==> config.mk <==
export PLATFORM = sky130hd
export DESIGN_NAME = packed_product_accumulator
export DESIGN_NICKNAME = d
export VERILOG_FILES = /design/src/rtl/packed_product_accumulator.sv
export SDC_FILE = /design/constraint.sdc
export NUM_CORES = 1
export LEC_CHECK = 0
export ABC_AREA = 1
export CORE_MARGIN = 2
export CORE_UTILIZATION = 35
export CTS_CLUSTER_SIZE = 12
export DETAILED_ROUTE_END_ITERATION = 10
export PLACE_DENSITY = 0.61
export SKIP_CTS_REPAIR_TIMING = 1
export SYNTH_ARGS = -nofsm -noshare
export SYNTH_HDL_FRONTEND = slang
export SYNTH_SLANG_ARGS = --single-unit
==> constraint.sdc <==
create_clock -name clk -period 5.8 [get_ports clk]
set_clock_uncertainty 0.1 [all_clocks]
set_input_delay 1.45 -clock clk [delete_from_list [all_inputs] [get_ports clk]]
set_output_delay 1.45 -clock clk [all_outputs]
set_load 0.01 [all_outputs]
==> src/rtl/packed_product_accumulator.sv <==
// Splits packed product words into signed lanes and accumulates each lane over a
// group of beats closed by in_last; the lane sums are offered on a valid/ready port.
module packed_product_accumulator #(
  parameter int ACC_W = 24,
  parameter int SAT   = 1,
  parameter int CNT_W = 16
) (
  input  logic                 clk,
  input  logic                 reset,
  input  logic                 in_valid,
  output logic                 in_ready,
  input  logic [31:0]          in_p,
  input  logic                 in_mode,
  input  logic                 in_last,
  output logic                 out_valid,
  input  logic                 out_ready,
  output logic [4*ACC_W-1:0]   out_acc,
  output logic                 out_mode,
  output logic [CNT_W-1:0]     out_count,
  output logic [3:0]           out_sat,
  output logic                 err_mode
);

  typedef enum logic [1:0] {
    S_IDLE,
    S_ACC,
    S_OUT
  } state_t;

  state_t                   state_q, state_d;
  logic [3:0][ACC_W-1:0]    acc_q, acc_d;
  logic [CNT_W-1:0]         count_q, count_d;
  logic                     mode_q, mode_d;
  logic [3:0]               sat_q, sat_d;
  logic                     err_q, err_d;

  logic                     beat_acc;
  logic                     eff_mode;
  logic [3:0][ACC_W-1:0]    sum_val;
  logic [3:0]               lane_clamp;

  assign in_ready = (state_q != S_OUT);
  assign beat_acc = in_valid && in_ready;
  // Mid-group beats are always decoded with the mode latched on the first beat.
  assign eff_mode = (state_q == S_ACC) ? mode_q : in_mode;

  for (genvar gi = 0; gi < 4; gi++) begin : g_lane
    logic [15:0]    lane_w;
    logic [ACC_W:0] base_ext;
    logic [ACC_W:0] lane_ext;
    logic [ACC_W:0] raw_sum;
    logic           ovf;

    if (gi < 2) begin : g_lo
      assign lane_w = eff_mode ? {{8{in_p[8*gi+7]}}, in_p[8*gi +: 8]} : in_p[16*gi +: 16];
    end else begin : g_hi
      assign lane_w = eff_mode ? {{8{in_p[8*gi+7]}}, in_p[8*gi +: 8]} : 16'h0000;
    end

    // The first beat of a group loads rather than adds, so the base is zero outside ACC.
    assign base_ext = (state_q == S_ACC) ? {acc_q[gi][ACC_W-1], acc_q[gi]} : '0;
    assign lane_ext = {{(ACC_W-15){lane_w[15]}}, lane_w};
    assign raw_sum  = base_ext + lane_ext;
    assign ovf      = raw_sum[ACC_W] ^ raw_sum[ACC_W-1];

    if (SAT != 0) begin : g_sat
      assign sum_val[gi] = !ovf ? raw_sum[ACC_W-1:0]
                         : (raw_sum[ACC_W] ? {1'b1, {(ACC_W-1){1'b0}}}
                                           : {1'b0, {(ACC_W-1){1'b1}}});
      assign lane_clamp[gi] = ovf;
    end else begin : g_wrap
      assign sum_val[gi]    = raw_sum[ACC_W-1:0];
      assign lane_clamp[gi] = 1'b0;
    end
  end

  always_comb begin
    state_d = state_q;
    acc_d   = acc_q;
    count_d = count_q;
    mode_d  = mode_q;
    sat_d   = sat_q;
    err_d   = 1'b0;
    case (state_q)
      S_IDLE: begin
        if (beat_acc) begin
          acc_d   = sum_val;
          mode_d  = in_mode;
          count_d = CNT_W'(1);
          sat_d   = lane_clamp;
          state_d = in_last ? S_OUT : S_ACC;
        end
      end
      S_ACC: begin
        if (beat_acc) begin
          acc_d   = sum_val;
          sat_d   = sat_q | lane_clamp;
          count_d = (&count_q) ? count_q : count_q + 1'b1;
          err_d   = (in_mode != mode_q);
          if (in_last) begin
            state_d = S_OUT;
          end
        end
      end
      S_OUT: begin
        if (out_ready) begin
          state_d = S_IDLE;
          acc_d   = '0;
          count_d = '0;
          mode_d  = 1'b0;
          sat_d   = '0;
        end
      end
      default: begin
        state_d = S_IDLE;
      end
    endcase
  end

  always_ff @(posedge clk or posedge reset) begin
    if (reset) begin
      state_q <= S_IDLE;
      acc_q   <= '0;
      count_q <= '0;
      mode_q  <= 1'b0;
      sat_q   <= '0;
      err_q   <= 1'b0;
    end else begin
      state_q <= state_d;
      acc_q   <= acc_d;
      count_q <= count_d;
      mode_q  <= mode_d;
      sat_q   <= sat_d;
      err_q   <= err_d;
    end
  end

  // The accumulator registers double as the held output registers while in OUT.
  assign out_valid = (state_q == S_OUT);
  assign out_acc   = acc_q;
  assign out_mode  = mode_q;
  assign out_count = count_q;
  assign out_sat   = sat_q;
  assign err_mode  = err_q;

endmodule
# Yosys cells after proc, flatten, opt, wreduce, memory -nomap -nowiden
# Cells that the tools add are included.
# op_classes
n_reduce_logical	12
n_bitwise	5
n_eq_ne	10
n_mux	40
n_addsub	5
# op_table
cell	n
$mux W24	8
$mux W96	2
$pmux W96 S2	1
$mux W16	8
$add A25 B25 Y25	4
$mux W25	4
$pmux W16 S3	1
$add A16 B1 Y16 const B	1
$reduce_and A16 Y1	1
$mux W4	3
$pmux W4 S3	1
$mux W2	5
$ne A2 B2 Y1 const B	5
$reduce_and A4 Y1	2
$pmux W2 S3	1
$reduce_and A3 Y1	2
$mux W1	5
$reduce_and A5 Y1	1
$ne A2 B1 Y1 const B	2
$or A4 B4 Y4	1
$reduce_bool A2 Y1	2
$xor A1 B1 Y1	4
$reduce_bool A3 Y1	1
$eq A2 B1 Y1 const B	1
other kinds (6)	6
# totals
elab_cells	81
ff_bits	120
out_inout_bits	120

# Depth between registers and ports, before layout
# depth
ltp_word	8
mapped_depth	28

# Least setup slack after synthesis
# Ideal clock, no wire load.
# synth_path
path_kind	input -> register
start	input port in_mode
end	register acc_q (netlist bit out_acc[31])
required_ns	5.634
n_path_buf	3
setup_slack_ns	1.357
arrival_ns	4.278
path_stages	16
setup_ns	0.066
path_cell_list	nand2_2 nand2_4 buf_6 clkbuf_1 o21ai_0 ha_1 a21oi_1 a21boi_0 o21ai_0 nand2_1 nand3_1 xor2_1 a21oi_1 clkbuf_1 o21ai_0 nand2_1
# synth_via
elab_chain_len	7
elab_cells_between_ends	8
# synth_lines
item	line_no	text
start: declaration	13	input logic in_mode,
$mux W1 *	45	assign eff_mode = (state_q == S_ACC) ? mode_q : in_mode;
$mux W16 *	55	assign lane_w = eff_mode ? {{8{in_p[8*gi+7]}}, in_p[8*gi +: 8]} : in_p[16*gi +: 16];
$add A25 B25 Y25 *	63	assign raw_sum = base_ext + lane_ext;
$mux W24 or $xor A1 B1 Y1 (tied branches)	68, 64	
$mux W24 *	67	assign sum_val[gi] = !ovf ? raw_sum[ACC_W-1:0]
$mux W96 *	86, 95	
$pmux W96 S2 *	84	case (state_q)
end signal: assignment	123	acc_q <= '0;
end signal: assignment	130	acc_q <= acc_d;
end: declaration	31	logic [3:0][ACC_W-1:0] acc_q, acc_d;
# Mark *: on every way between the ends. The rest lies on a longest branch, timed or not. The select of a mux whose other input is x is not followed.
# A chain may end at the register's enable or synchronous reset.

# Worst setup path after layout
# layout_path
start	input port in_mode
end	register acc_q (netlist bit out_acc[69])
# layout_via
elab_chain_len	7
elab_cells_between_ends	8
# layout_lines
item	line_no	text
$mux W1 *	45	
$mux W16 *	57	assign lane_w = eff_mode ? {{8{in_p[8*gi+7]}}, in_p[8*gi +: 8]} : 16'h0000;
$add A25 B25 Y25 *	63	
$mux W24 or $xor A1 B1 Y1 (tied branches)	68, 64	
$mux W24 *	67	
$mux W96 *	86, 95	
$pmux W96 S2 *	84	
# Marked as above.

==> impl.org <==
** Floorplan
- Vert. Die Dim :: 193 um
- Row generation in the floorplan step produced roughly 70 rows.
- The die covers roughly 0.037 mm2.
- In this run the horizontal extent of the chip is roughly 190 um.
- Core area :: around 0.035 mm2
- 158 I/O pins were placed.
- Once the floorplan was initialized, standard cells occupied a little over a third of the core.

** Synthesis
- Synthesis produced a netlist whose cell count is 1970.
- Most frequently used cell type in the post-synthesis netlist :: sky130_fd_sc_hd__nand2_1
- The number of nets handed over by synthesis was roughly 2100.
- In the synthesized netlist the dominant register cell turns out to be sky130_fd_sc_hd__dfrtp_1.
- Syn. warnings :: 0
- In the synthesized netlist the async set-or-reset flop fraction comes to 100%.
- The synthesized design contains 120 register bits.
- Post-synthesis cell type with the largest combined area :: sky130_fd_sc_hd__dfrtp_1
- Post-synth EDFFs :: 0
- Summed instance area of the synthesized netlist :: between 0.01 and 0.015 mm2
- After synthesis, the cell types taking the most area are sky130_fd_sc_hd__dfrtp_1 24%, sky130_fd_sc_hd__nand2_1 21%, sky130_fd_sc_hd__ha_1 8.7%, sky130_fd_sc_hd__inv_1 7.9%, sky130_fd_sc_hd__nand3_1 6.4%.
- A synthesized cell averages 6.33 um2.
- For this run, the register share of the synthesized area comes to 24.1%.
- Top cell type's share of synthesized area :: between 20% and 30%
- Cell types with the highest counts after synthesis :: 708 x sky130_fd_sc_hd__nand2_1, 263 x sky130_fd_sc_hd__inv_1, 160 x sky130_fd_sc_hd__nand3_1, 127 x sky130_fd_sc_hd__nor2_1, 120 x sky130_fd_sc_hd__dfrtp_1
- Distinct cell type count after synthesis :: 56

** Cells and area
- Compared with the post-synthesis result, the final layout area differs by 21.3%.
- In the final layout, the share of cells above drive strength 1 is just over 6%.
- Finished Cell Area :: roughly 0.015 mm2
- The repair_antennas step left the layout with diodes totalling 0.
- The layout has 3722 filler cells.
- Leaving out filler cells and counting taps, the final layout contains 2586.
- Fin nets :: between 2000 and 2500

** Detailed routing
- Dividing the detail-routed wire length by the instance count gives about 16 um.
- Using the TritonRoute via totals, the vias-per-cell ratio works out to between 5 and 6.
- Initial DRT Pass Iterations :: 5
- In this run, the number of DRC markers left after iteration 0 of detailed routing was 800.
- Overall via count from detail_route :: roughly 13000
- Number of nets with antenna violations after routing :: 0
- Wire length reported by the detailed router :: between 40 and 50 mm
- DRC violation count after routing :: 0

** Clock tree
- CTS Buf Count :: 17
- Insertion delay of the later-clocked pin in the worst-skew pair :: approximately 0.44 ns
- Clk buf depth :: 2
- Root Buffer Master :: sky130_fd_sc_hd__clkbuf_16
- Clock slew at the register clock pins of the worst setup and hold paths :: 0.05 ns
- Total number of H-tree levels :: 4
- For this design, the sink count on the clock tree is 120.
- TritonCTS built the clock tree.

** STA
- Setup repair after global routing missed its margin :: false
- Slew at the pin closest to its max-slew limit :: ~1.1 ns
- The final count of pins violating max slew was 0.
- Final period demand of the worst path :: slightly above 5 ns
- The number of failing hold endpoints at the final stage came to 0.
- Measured against its own limit, the worst slew margin works out to about a quarter.
- In the final timing run, aggregate negative setup slack is 0 ns.
- The worst path uses between 80 and 90% of the clock period.
- Number of setup violations in the final report :: 0
- Based on the critical path, the design can be clocked at up to between 0.15 and 0.2 GHz.

** Pwr
- Design Power :: 7.08 mW
- For this design the ratio of total power to cell area is between 400 and 500 mW/mm2.
- Max rail drop VDD :: ~0.25 mV
- In this run the static leakage power is about 8.4 nW.

** Worst setup path
- Element type at the critical path start :: primary input
- Signal arrival time at the worst endpoint :: 5.28 ns
- Required time of the worst setup path :: approximately 6.0 ns
- Sort of element at the end of the critical path :: flip-flop
- Kind of critical path :: primary input to flip-flop
- Of all nets on the critical path, the largest fanout is 23.

** Placed design
- Final RePlAce weighted congestion :: slightly below 1
- Post-Place Cells :: 2554
- After legalization and detailed placement, the total HPWL measured approximately 31 mm.
- IO Port Bufs :: 157
- The placed instances occupy a cell area of 0.0145 mm2.

** GRT
- Pin count of the biggest net entering global routing :: slightly below 100
- Global Route Usage Sum :: about 22%
- Global routing finished with a remaining overflow of 0.
- The number of antenna violations at the first check in global routing was 0.
- Global-route wire length before repair :: roughly 65 mm
- Vias in the first global route :: approximately 13000

** Run
- Max-Cap Viols :: 0

** Outcome
- Status :: completed

** Worst hold path
- Hold WC Path Type :: flip-flop to flip-flop
## where the power goes
part | internal [mW] | leakage [nW] | switching, mW
Sequential | 1.16 | 1.56 | 0.318
Combinational | 1.65 | 6.57 | 2.75
Clock | 0.775 | 0.307 | 0.430
## registers in the layout, indices dropped and copies added (netlist names)
register and flops:
out_acc 96, out_count 16, out_sat 4, state_q 2, err_mode 1, out_mode 1
## placed cells by master (no fill, tap or decap), drive strengths merged, types with 2 or more instances in the layout
master / synthesis / routed
nand4: 28 / 28
a31oi: 4 / 4
a21oi: 94 / 94
clkdlybuf4s50: 0 / 157
buf: 28 / 22
o21bai: 19 / 19
nand2: 741 / 741
nand3b: 12 / 12
bufinv: 0 / 5
clkinv: 2 / 5
inv: 269 / 270
a21o: 4 / 4
a21boi: 6 / 6
clkbuf: 28 / 21
nand3: 169 / 169
o211a: 2 / 2
nor4: 2 / 2
dfrtp: 120 / 120
a211oi: 4 / 4
ha: 87 / 87
nor3b: 3 / 3
o21ai: 89 / 89
o21a: 6 / 6
nor2: 141 / 141
xnor2: 25 / 25
clkinvlp: 0 / 2
fa: 4 / 4
nor3: 21 / 21
xor2: 52 / 52
## logic make-up after synthesis
group | share of synthesized area [%]
buf+inv | 11.0
fa+ha+maj | 9.37
xor+xnor | 5.41
flops | 24.1
simple gates | 39.1
compound gates | 11.0
## per-stage QoR
stage	hold WS (ns)	util [%]	worst slack, ns
2_1_floorplan	0.415	-	1.06
3_3_place_gp	0.391	41.0	0.456
3_5_place_dp	0.390	41.0	0.311
4_1_cts	0.410	42.8	0.772
5_1_grt	0.427	42.8	0.267
6_report	0.404	42.8	0.743
## area by class of cell
| cell class | instances | area, um2 | area share [%] |
|---|---|---|---|
| Multi-Input combinational cell | 1523 | 8110 | 53.6 |
| Sequential cell | 120 | 3000 | 19.9 |
| Timing Repair Buffer | 179 | 1760 | 11.6 |
| Inverter | 271 | 1020 | 6.76 |
| Tap cell | 461 | 577 | 3.81 |
| Clock buffer | 21 | 450 | 2.98 |
| Clock inverter | 11 | 196 | 1.30 |
## worst paths after layout
kind                                          from                      end  slack, ns  cells after the start
max                                        in_mode  out_acc[69]$_DFFE_PP0P_       0.74                     18
min                        out_acc[88]$_DFFE_PP0P_  out_acc[88]$_DFFE_PP0P_       0.40                      2
max reg2reg                 state_q[1]$_DFFE_PP0P_  out_acc[69]$_DFFE_PP0P_       1.57                     19
min reg2reg                out_acc[88]$_DFFE_PP0P_  out_acc[88]$_DFFE_PP0P_       0.40                      2
max in group asynchronous                    reset  out_acc[68]$_DFFE_PP0P_       3.36                      3
min in group asynchronous                    reset   out_acc[3]$_DFFE_PP0P_       1.38                      2
## critical path, stage by stage
cell	delay [ns]
sky130_fd_sc_hd__clkdlybuf4s50_1	0.62
sky130_fd_sc_hd__inv_2	0.06
sky130_fd_sc_hd__nand2_2	0.09
sky130_fd_sc_hd__nand2_1	0.31
sky130_fd_sc_hd__nor2_1	0.26
sky130_fd_sc_hd__ha_1	0.28
sky130_fd_sc_hd__fa_1	0.30
sky130_fd_sc_hd__inv_1	0.05
sky130_fd_sc_hd__o21ai_0	0.39
sky130_fd_sc_hd__inv_1	0.10
sky130_fd_sc_hd__o21ai_2	0.30
sky130_fd_sc_hd__nand3_2	0.15
sky130_fd_sc_hd__nand4_1	0.14
sky130_fd_sc_hd__nand2_2	0.09
sky130_fd_sc_hd__nand2_2	0.39
sky130_fd_sc_hd__nand3_1	0.15
sky130_fd_sc_hd__nand2_1	0.10
sky130_fd_sc_hd__nand2_1	0.05
## per-layer routing
layer | GRT usage, % | vias up | share of wire [%]
li1 | - | 6554 | -
met1 | 28.8 | 6013 | 46
met2 | 37.4 | 351 | 46
met3 | 3.15 | 56 | 4.6
met4 | 7.96 | 0 | 2.7
met5 | 0 | - | 0
Note: power is estimated with default switching activity, not from simulation.
